$ cat config.mk
export PLATFORM = sky130hd
export DESIGN_NAME = clk_div_prog
export DESIGN_NICKNAME = d
export VERILOG_FILES = /design/src/rtl/clk_div_prog_pkg.sv /design/src/rtl/clk_div_ch.sv /design/src/rtl/clk_div_prog.sv
export VERILOG_INCLUDE_DIRS = /design/src /design/src/rtl
export SDC_FILE = /design/constraint.sdc
export NUM_CORES = 1
export LEC_CHECK = 0
export ABC_AREA = 1
export CELL_PAD_IN_SITES_DETAIL_PLACEMENT = 0
export CELL_PAD_IN_SITES_GLOBAL_PLACEMENT = 1
export CORE_MARGIN = 4
export CORE_UTILIZATION = 30
export CTS_CLUSTER_SIZE = 25
export DETAILED_ROUTE_END_ITERATION = 10
export HOLD_SLACK_MARGIN = 0.15
export PLACE_DENSITY_LB_ADDON = 0.2
export REMOVE_ABC_BUFFERS = 1
export SLEW_MARGIN = 0
export SYNTH_ARGS = -nofsm -noshare
export SYNTH_HDL_FRONTEND = slang
export SYNTH_SLANG_ARGS = --single-unit
$ cat constraint.sdc
create_clock -name clk -period 12.4 [get_ports clk]
set_input_delay 3.72 -clock clk [delete_from_list [all_inputs] [get_ports clk]]
set_output_delay 3.72 -clock clk [all_outputs]
set_load 0.005 [all_outputs]
$ cat src/rtl/clk_div_defs.vh
// clk_div_defs.vh - board-level constants shared by the clk_div_prog slice.
// Included inside clk_div_prog_pkg so every user sees them through the package.
`ifndef CLK_DIV_DEFS_VH
`define CLK_DIV_DEFS_VH

  // Board oscillator frequency in Hz.
  localparam int F_CLK = 100000000;

  // Half-periods (input-clock cycles) for the standard board rates.
  // f_out = F_CLK / (2 * H).
  localparam int HALF_2HZ   = 25000000;  // LED flash
  localparam int HALF_1KHZ  = 50000;     // display scan
  localparam int HALF_100HZ = 500000;    // button debounce sampling

  // Default half-period counter width; wide enough for HALF_2HZ.
  localparam int CNT_W_DEFAULT = 26;

`endif

$ cat src/rtl/clk_div_prog_pkg.sv
// clk_div_prog_pkg - shared constants and edge classification for the
// programmable clock divider. Pulls in the board constants from clk_div_defs.vh.
package clk_div_prog_pkg;

`include "clk_div_defs.vh"

  // What a channel's divided clock does on the coming clk edge.
  typedef enum logic [1:0] {
    EDGE_NONE = 2'd0,
    EDGE_RISE = 2'd1,
    EDGE_FALL = 2'd2
  } edge_e;

  // A toggle only happens while the channel runs and its counter wraps;
  // the current output level decides whether it is a rise or a fall.
  function automatic edge_e classify_edge(input logic run,
                                          input logic wrap,
                                          input logic level);
    edge_e kind;
    kind = EDGE_NONE;
    if (run && wrap) begin
      kind = level ? EDGE_FALL : EDGE_RISE;
    end
    return kind;
  endfunction

endpackage

$ cat src/rtl/clk_div_ch.sv
// clk_div_ch - one divider channel: half-period counter, active/shadow ratio
// registers with a pending flag, 50%-duty output and rise tick.
// Optional macro CLK_DIV_FALL_TICK_EN adds a tick_fall output on 1->0 toggles.
module clk_div_ch
  import clk_div_prog_pkg::*;
#(
  parameter int               CNT_W     = CNT_W_DEFAULT,
  parameter logic [CNT_W-1:0] INIT_HALF = CNT_W'(1)
) (
  input  logic             clk,
  input  logic             rst,
  input  logic             en,
  input  logic             sync,
  input  logic             wr,
  input  logic [CNT_W-1:0] wr_half,
  output logic             clk_out,
  output logic             tick,
  output logic             pend
`ifdef CLK_DIV_FALL_TICK_EN
  ,
  output logic             tick_fall
`endif
);

  logic [CNT_W-1:0] cnt_reg,      cnt_next;
  logic [CNT_W-1:0] act_half_reg, act_half_next;
  logic [CNT_W-1:0] shadow_reg,   shadow_next;
  logic             pend_reg,     pend_next;
  logic             clk_out_reg,  clk_out_next;
  logic             tick_reg,     tick_next;
`ifdef CLK_DIV_FALL_TICK_EN
  logic             tick_fall_reg, tick_fall_next;
`endif

  logic [CNT_W-1:0] eff_half;
  logic             run;
  logic             wrap;
  logic             load;
  edge_e            edge_kind;

  // Effective half-period (H=0 behaves as H=1) and wrap/edge decode.
  // The >= compare also recovers if cnt is ever above the terminal value.
  always_comb begin
    eff_half  = (act_half_reg == '0) ? CNT_W'(1) : act_half_reg;
    run       = en && !sync;
    wrap      = (cnt_reg >= (eff_half - CNT_W'(1)));
    edge_kind = classify_edge(run, wrap, clk_out_reg);
  end

  // Ratio reload: only at a full-period end, or at once while held idle,
  // so a running output never sees a partial period.
  always_comb begin
    load          = pend_reg && (!run || (edge_kind == EDGE_FALL));
    act_half_next = load ? shadow_reg : act_half_reg;
    shadow_next   = wr ? wr_half : shadow_reg;
    // A write in the same cycle as a load keeps the new value pending.
    pend_next     = wr || (pend_reg && !load);
  end

  // Counter and output toggle; idle or sync parks everything at phase 0.
  always_comb begin
    cnt_next     = '0;
    clk_out_next = 1'b0;
    tick_next    = 1'b0;
    if (run) begin
      cnt_next     = wrap ? '0 : (cnt_reg + CNT_W'(1));
      clk_out_next = (edge_kind == EDGE_NONE) ? clk_out_reg : !clk_out_reg;
      tick_next    = (edge_kind == EDGE_RISE);
    end
  end

`ifdef CLK_DIV_FALL_TICK_EN
  // Falling-toggle pulse, gated exactly like the rise tick.
  always_comb begin
    tick_fall_next = (edge_kind == EDGE_FALL);
  end
`endif

  // Channel state register; reset restores the build-time ratio.
  always_ff @(posedge clk or posedge rst) begin
    if (rst) begin
      cnt_reg      <= '0;
      act_half_reg <= INIT_HALF;
      shadow_reg   <= INIT_HALF;
      pend_reg     <= 1'b0;
      clk_out_reg  <= 1'b0;
      tick_reg     <= 1'b0;
    end else begin
      cnt_reg      <= cnt_next;
      act_half_reg <= act_half_next;
      shadow_reg   <= shadow_next;
      pend_reg     <= pend_next;
      clk_out_reg  <= clk_out_next;
      tick_reg     <= tick_next;
    end
  end

`ifdef CLK_DIV_FALL_TICK_EN
  // Falling-tick register.
  always_ff @(posedge clk or posedge rst) begin
    if (rst) begin
      tick_fall_reg <= 1'b0;
    end else begin
      tick_fall_reg <= tick_fall_next;
    end
  end

  assign tick_fall = tick_fall_reg;
`endif

  assign clk_out = clk_out_reg;
  assign tick    = tick_reg;
  assign pend    = pend_reg;

endmodule

$ cat src/rtl/clk_div_prog.sv
// clk_div_prog - multi-channel runtime-programmable clock divider / tick
// generator. Each channel gives a 50%-duty clock of f_clk/(2*H) plus a
// one-cycle tick on every rising toggle; new ratios load at period ends.
// Optional macro CLK_DIV_FALL_TICK_EN adds tick_fall[NUM_CH].
// Requires 1 <= NUM_CH <= 16 and 2**CH_W >= NUM_CH.
module clk_div_prog
  import clk_div_prog_pkg::*;
#(
  parameter int                      NUM_CH    = 3,
  parameter int                      CNT_W     = CNT_W_DEFAULT,
  parameter int                      CH_W      = 2,
  parameter logic [NUM_CH*CNT_W-1:0] INIT_HALF = {CNT_W'(HALF_100HZ),
                                                  CNT_W'(HALF_1KHZ),
                                                  CNT_W'(HALF_2HZ)}
) (
  input  logic              clk,
  input  logic              rst,
  input  logic              cfg_we,
  input  logic [CH_W-1:0]   cfg_ch,
  input  logic [CNT_W-1:0]  cfg_half,
  input  logic [NUM_CH-1:0] ch_en,
  input  logic              sync,
  output logic [NUM_CH-1:0] clk_out,
  output logic [NUM_CH-1:0] tick,
  output logic [NUM_CH-1:0] cfg_pend
`ifdef CLK_DIV_FALL_TICK_EN
  ,
  output logic [NUM_CH-1:0] tick_fall
`endif
);

  // One channel per slot; writes to channel numbers >= NUM_CH match no slot
  // and are therefore dropped.
  for (genvar gi = 0; gi < NUM_CH; gi++) begin : g_ch
    logic wr;

    assign wr = cfg_we && (int'(cfg_ch) == gi);

    clk_div_ch #(
      .CNT_W     (CNT_W),
      .INIT_HALF (INIT_HALF[gi*CNT_W +: CNT_W])
    ) u_ch (
      .clk       (clk),
      .rst       (rst),
      .en        (ch_en[gi]),
      .sync      (sync),
      .wr        (wr),
      .wr_half   (cfg_half),
      .clk_out   (clk_out[gi]),
      .tick      (tick[gi]),
      .pend      (cfg_pend[gi])
`ifdef CLK_DIV_FALL_TICK_EN
      ,
      .tick_fall (tick_fall[gi])
`endif
    );
  end

endmodule
==> results.json <==
{
  "status": "finished clean",
  "finalClockSkew_ns": 0.0163,
  "postCtsSetupBuffers": 0,
  "setup_viol": 0,
  "grt_pass1_vias": 11899,
  "tritoncts": "yes",
  "tns_ns": 0,
  "fin_hold_ws_ns": 0.473,
  "grt-ovfl-total": 0,
  "swShare": 0.358,
  "timing.final.crit_share": 0.484,
  "p_int_w": 0.00170,
  "worst_setup_path_start_kind": "flip-flop",
  "dieHeight_um": 229,
  "final_area_um2": 16500,
  "ys_seq_area_frac": 0.420,
  "yosys-mux-area-fraction": 0,
  "synthToLayoutAreaGrowth_pct": 12.5,
  "met1_usage": 0.240,
  "syn_avg_cell_area_um2": 7.76,
  "post_drt_wl_per_cell_um": 15.9,
  "path_cells": "clkdlybuf4s50_1",
  "drv_slew": 0,
  "dpl_cell_area_um2": 15500,
  "cts_root_buf": "clkbuf_16",
  "critPathTopFamily": "flip-flops",
  "synth_xor_area_frac": 0.0592,
  "synth-simple-area-share": 0.321,
  "path_depth": 1,
  "worst_r2r_path_depth": 27,
  "synth.largest_area_cell": "dfrtp_1",
  "p_switching_w": 0.000952,
  "gp_congestion": 0.856,
  "synth_top_area_share": 0.330,
  "synth_area_leaders": "dfrtp_1 33%, nand2_1 14%, dfstp_2 9.0%",
  "synth_top_family_by_area": "simple AND/OR/NAND/NOR gates",
  "rr_startpoint": "g_ch[2].u_ch.act_half_reg[5]$_DFFE_PP1P_",
  "setup.worst_path.end": "cfg_pend[1]",
  "max_freq_mhz": 167,
  "ys_seq_elements": 243,
  "gr-usage-met3": 0.0196,
  "slew_headroom": 0.271,
  "via_per_inst": 4.77,
  "regToRegSetupSlack_ns": 7.50,
  "yosys_warnings": 0,
  "hold_start": "g_ch[0].u_ch.act_half_reg[22]$_DFFE_PP1P_",
  "clockBufferDepth": 3,
  "crit_buf_inv": 1,
  "ir_drop_uv": 102,
  "final_hold_viol_count": 0,
  "vias": 12121,
  "layout_min_cycle_time_ns": 6.00,
  "drt-initial-drc-count": 900,
  "cts_resized": 0,
  "syn_inst": 1885,
  "grt_first_pass_wirelength_mm": 67.2,
  "firstDrtPassIters": 5,
  "busiest_layer": "met1",
  "drc_errors": 0,
  "grt_antenna_before_repair": 2,
  "synth_fa_ha_area_frac": 0.0718,
  "grt_max_degree": 142,
  "slowest_delay_ns": 1.06,
  "dieArea_um2": 52400,
  "grt_setup_unrepaired": "false",
  "worstReg2RegEnd": "g_ch[2].u_ch.act_half_reg[17]$_DFFE_PP1P_",
  "tightest_slew_ns": 1.09,
  "core_area_um2": 47900,
  "yosysUniqueCellTypes": 41,
  "htreeDepth": 1,
  "nNetsFinal": 2021,
  "power_density_nw_per_um2": 161,
  "hold_buffers": 0,
  "critPathCaptureType": "output port",
  "crit_start": "g_ch[1].u_ch.pend$_DFF_PP0_",
  "cellLeakagePower_nw": 7.95,
  "critPathKind": "reg2out",
  "portBuffers": 43,
  "clk_latency_ns": 0.56,
  "synth_compound_area_frac": 0.0517,
  "crit_fanout": 29,
  "critPathRequiredTime_ns": 8.68,
  "crit_slowest_cell": "dfrtp_1",
  "pwr-share-comb": 0.278,
  "die_w_um": 229,
  "cts_buffers": 29,
  "grt_use_total": 0.155,
  "cp.arrival_ns": 2.28,
  "hpwlAfterDp_mm": 30.1,
  "p_seq_frac": 0.405,
  "antenna-diode-count": 0,
  "clkSinkCount": 243,
  "drive_gt1_frac": 0.0780,
  "drt-total-wl_mm": 40.4,
  "rows": 80,
  "ioPinCount": 44,
  "holdCritPathClass": "reg2reg",
  "drv_cap": 0,
  "grt_util_met2": 0.231,
  "syn-cell-area_um2": 14600,
  "clkPwrFrac": 0.316,
  "ant_nets": 0,
  "cts.clk_slew.worst_paths_ns": 0.06,
  "start_util": 0.305
}
## power by group through the flow
stage	Combinational [W]	Clock, W	Sequential [W]
global placement	0.000738	0	0.00109
global route	0.000879	0.000907	0.00110
CTS	0.000752	0.000872	0.00108
floorplan	0.000564	0	0.00104
detailed placement	0.000747	0	0.00109
finish	0.000739	0.000840	0.00108
## through the flow
stage / cells / setup slack [ns] / util / total power (W)
2_1_floorplan: 1820 / 2.09 / - / 0.00160
3_3_place_gp: 2486 / 6.07 / 0.324 / 0.00183
3_5_place_dp: 2486 / 6.07 / 0.324 / 0.00184
4_1_cts: 2539 / 6.35 / 0.343 / 0.00270
5_1_grt: 2539 / 6.29 / 0.343 / 0.00288
6_report: 2539 / 6.40 / 0.343 / 0.00266
## worst min path at each step
stage                                                      endpoint  slack, ns  depth (start not counted)
after floorplan            g_ch[1].u_ch.act_half_reg[0]$_DFFE_PP0P_       0.44                          2
after global placement    g_ch[0].u_ch.act_half_reg[22]$_DFFE_PP1P_       0.46                          2
after detailed placement   g_ch[1].u_ch.act_half_reg[0]$_DFFE_PP0P_       0.46                          2
after CTS                 g_ch[0].u_ch.act_half_reg[12]$_DFFE_PP1P_       0.47                          2
after global routing      g_ch[0].u_ch.act_half_reg[12]$_DFFE_PP1P_       0.48                          2
final                     g_ch[0].u_ch.act_half_reg[22]$_DFFE_PP1P_       0.47                          2
## layout by cell type (no fill, tap or decap), types with 50 or more instances in the layout
master,count
dfrtp_1,193
dfstp_2,50
ha_1,84
inv_1,191
nand2_1,529
nand3_1,66
nand4_1,121
nor2_1,228
o21ai_0,99
xor2_1,59
## cell usage after synthesis, drive strengths merged
master / number
a21o: 5
a21oi: 32
a31oi: 1
buf: 38
clkbuf: 27
clkinv: 1
dfrtp: 193
dfstp: 50
ha: 84
inv: 196
nand2: 531
nand3: 80
nand4: 121
nor2: 241
nor3: 51
nor3b: 8
nor4: 15
o211ai: 1
o21a: 3
o21ai: 100
o21bai: 2
o22ai: 1
or2: 6
xnor2: 38
xor2: 60
## kinds of logic after synthesis
logic type               Yosys count
buffers and inverters            262
AO/OA/AOI/OAI                    145
AND/OR/NAND/NOR                 1053
adder cells (fa/ha/maj)           84
XOR/XNOR                          98
flip-flops                       243
## layout make-up
type / instances / area (um^2)
fillers: 5102 / 31500
multi-input cells: 1380 / 7390
flip-flops and latches: 243 / 6140
clock buffers: 45 / 836
well taps: 615 / 769
inverters: 197 / 747
repair buffers: 51 / 490
clock inverters: 8 / 90.1
## per-layer routing
metal | vias up | share of wire
met3 | 42 | 0.046
met1 | 5690 | 0.52
li1 | 6170 | -
met4 | 0 | 0.019
met5 | - | 0
met2 | 219 | 0.42
(Power assumes the default switching activity.)
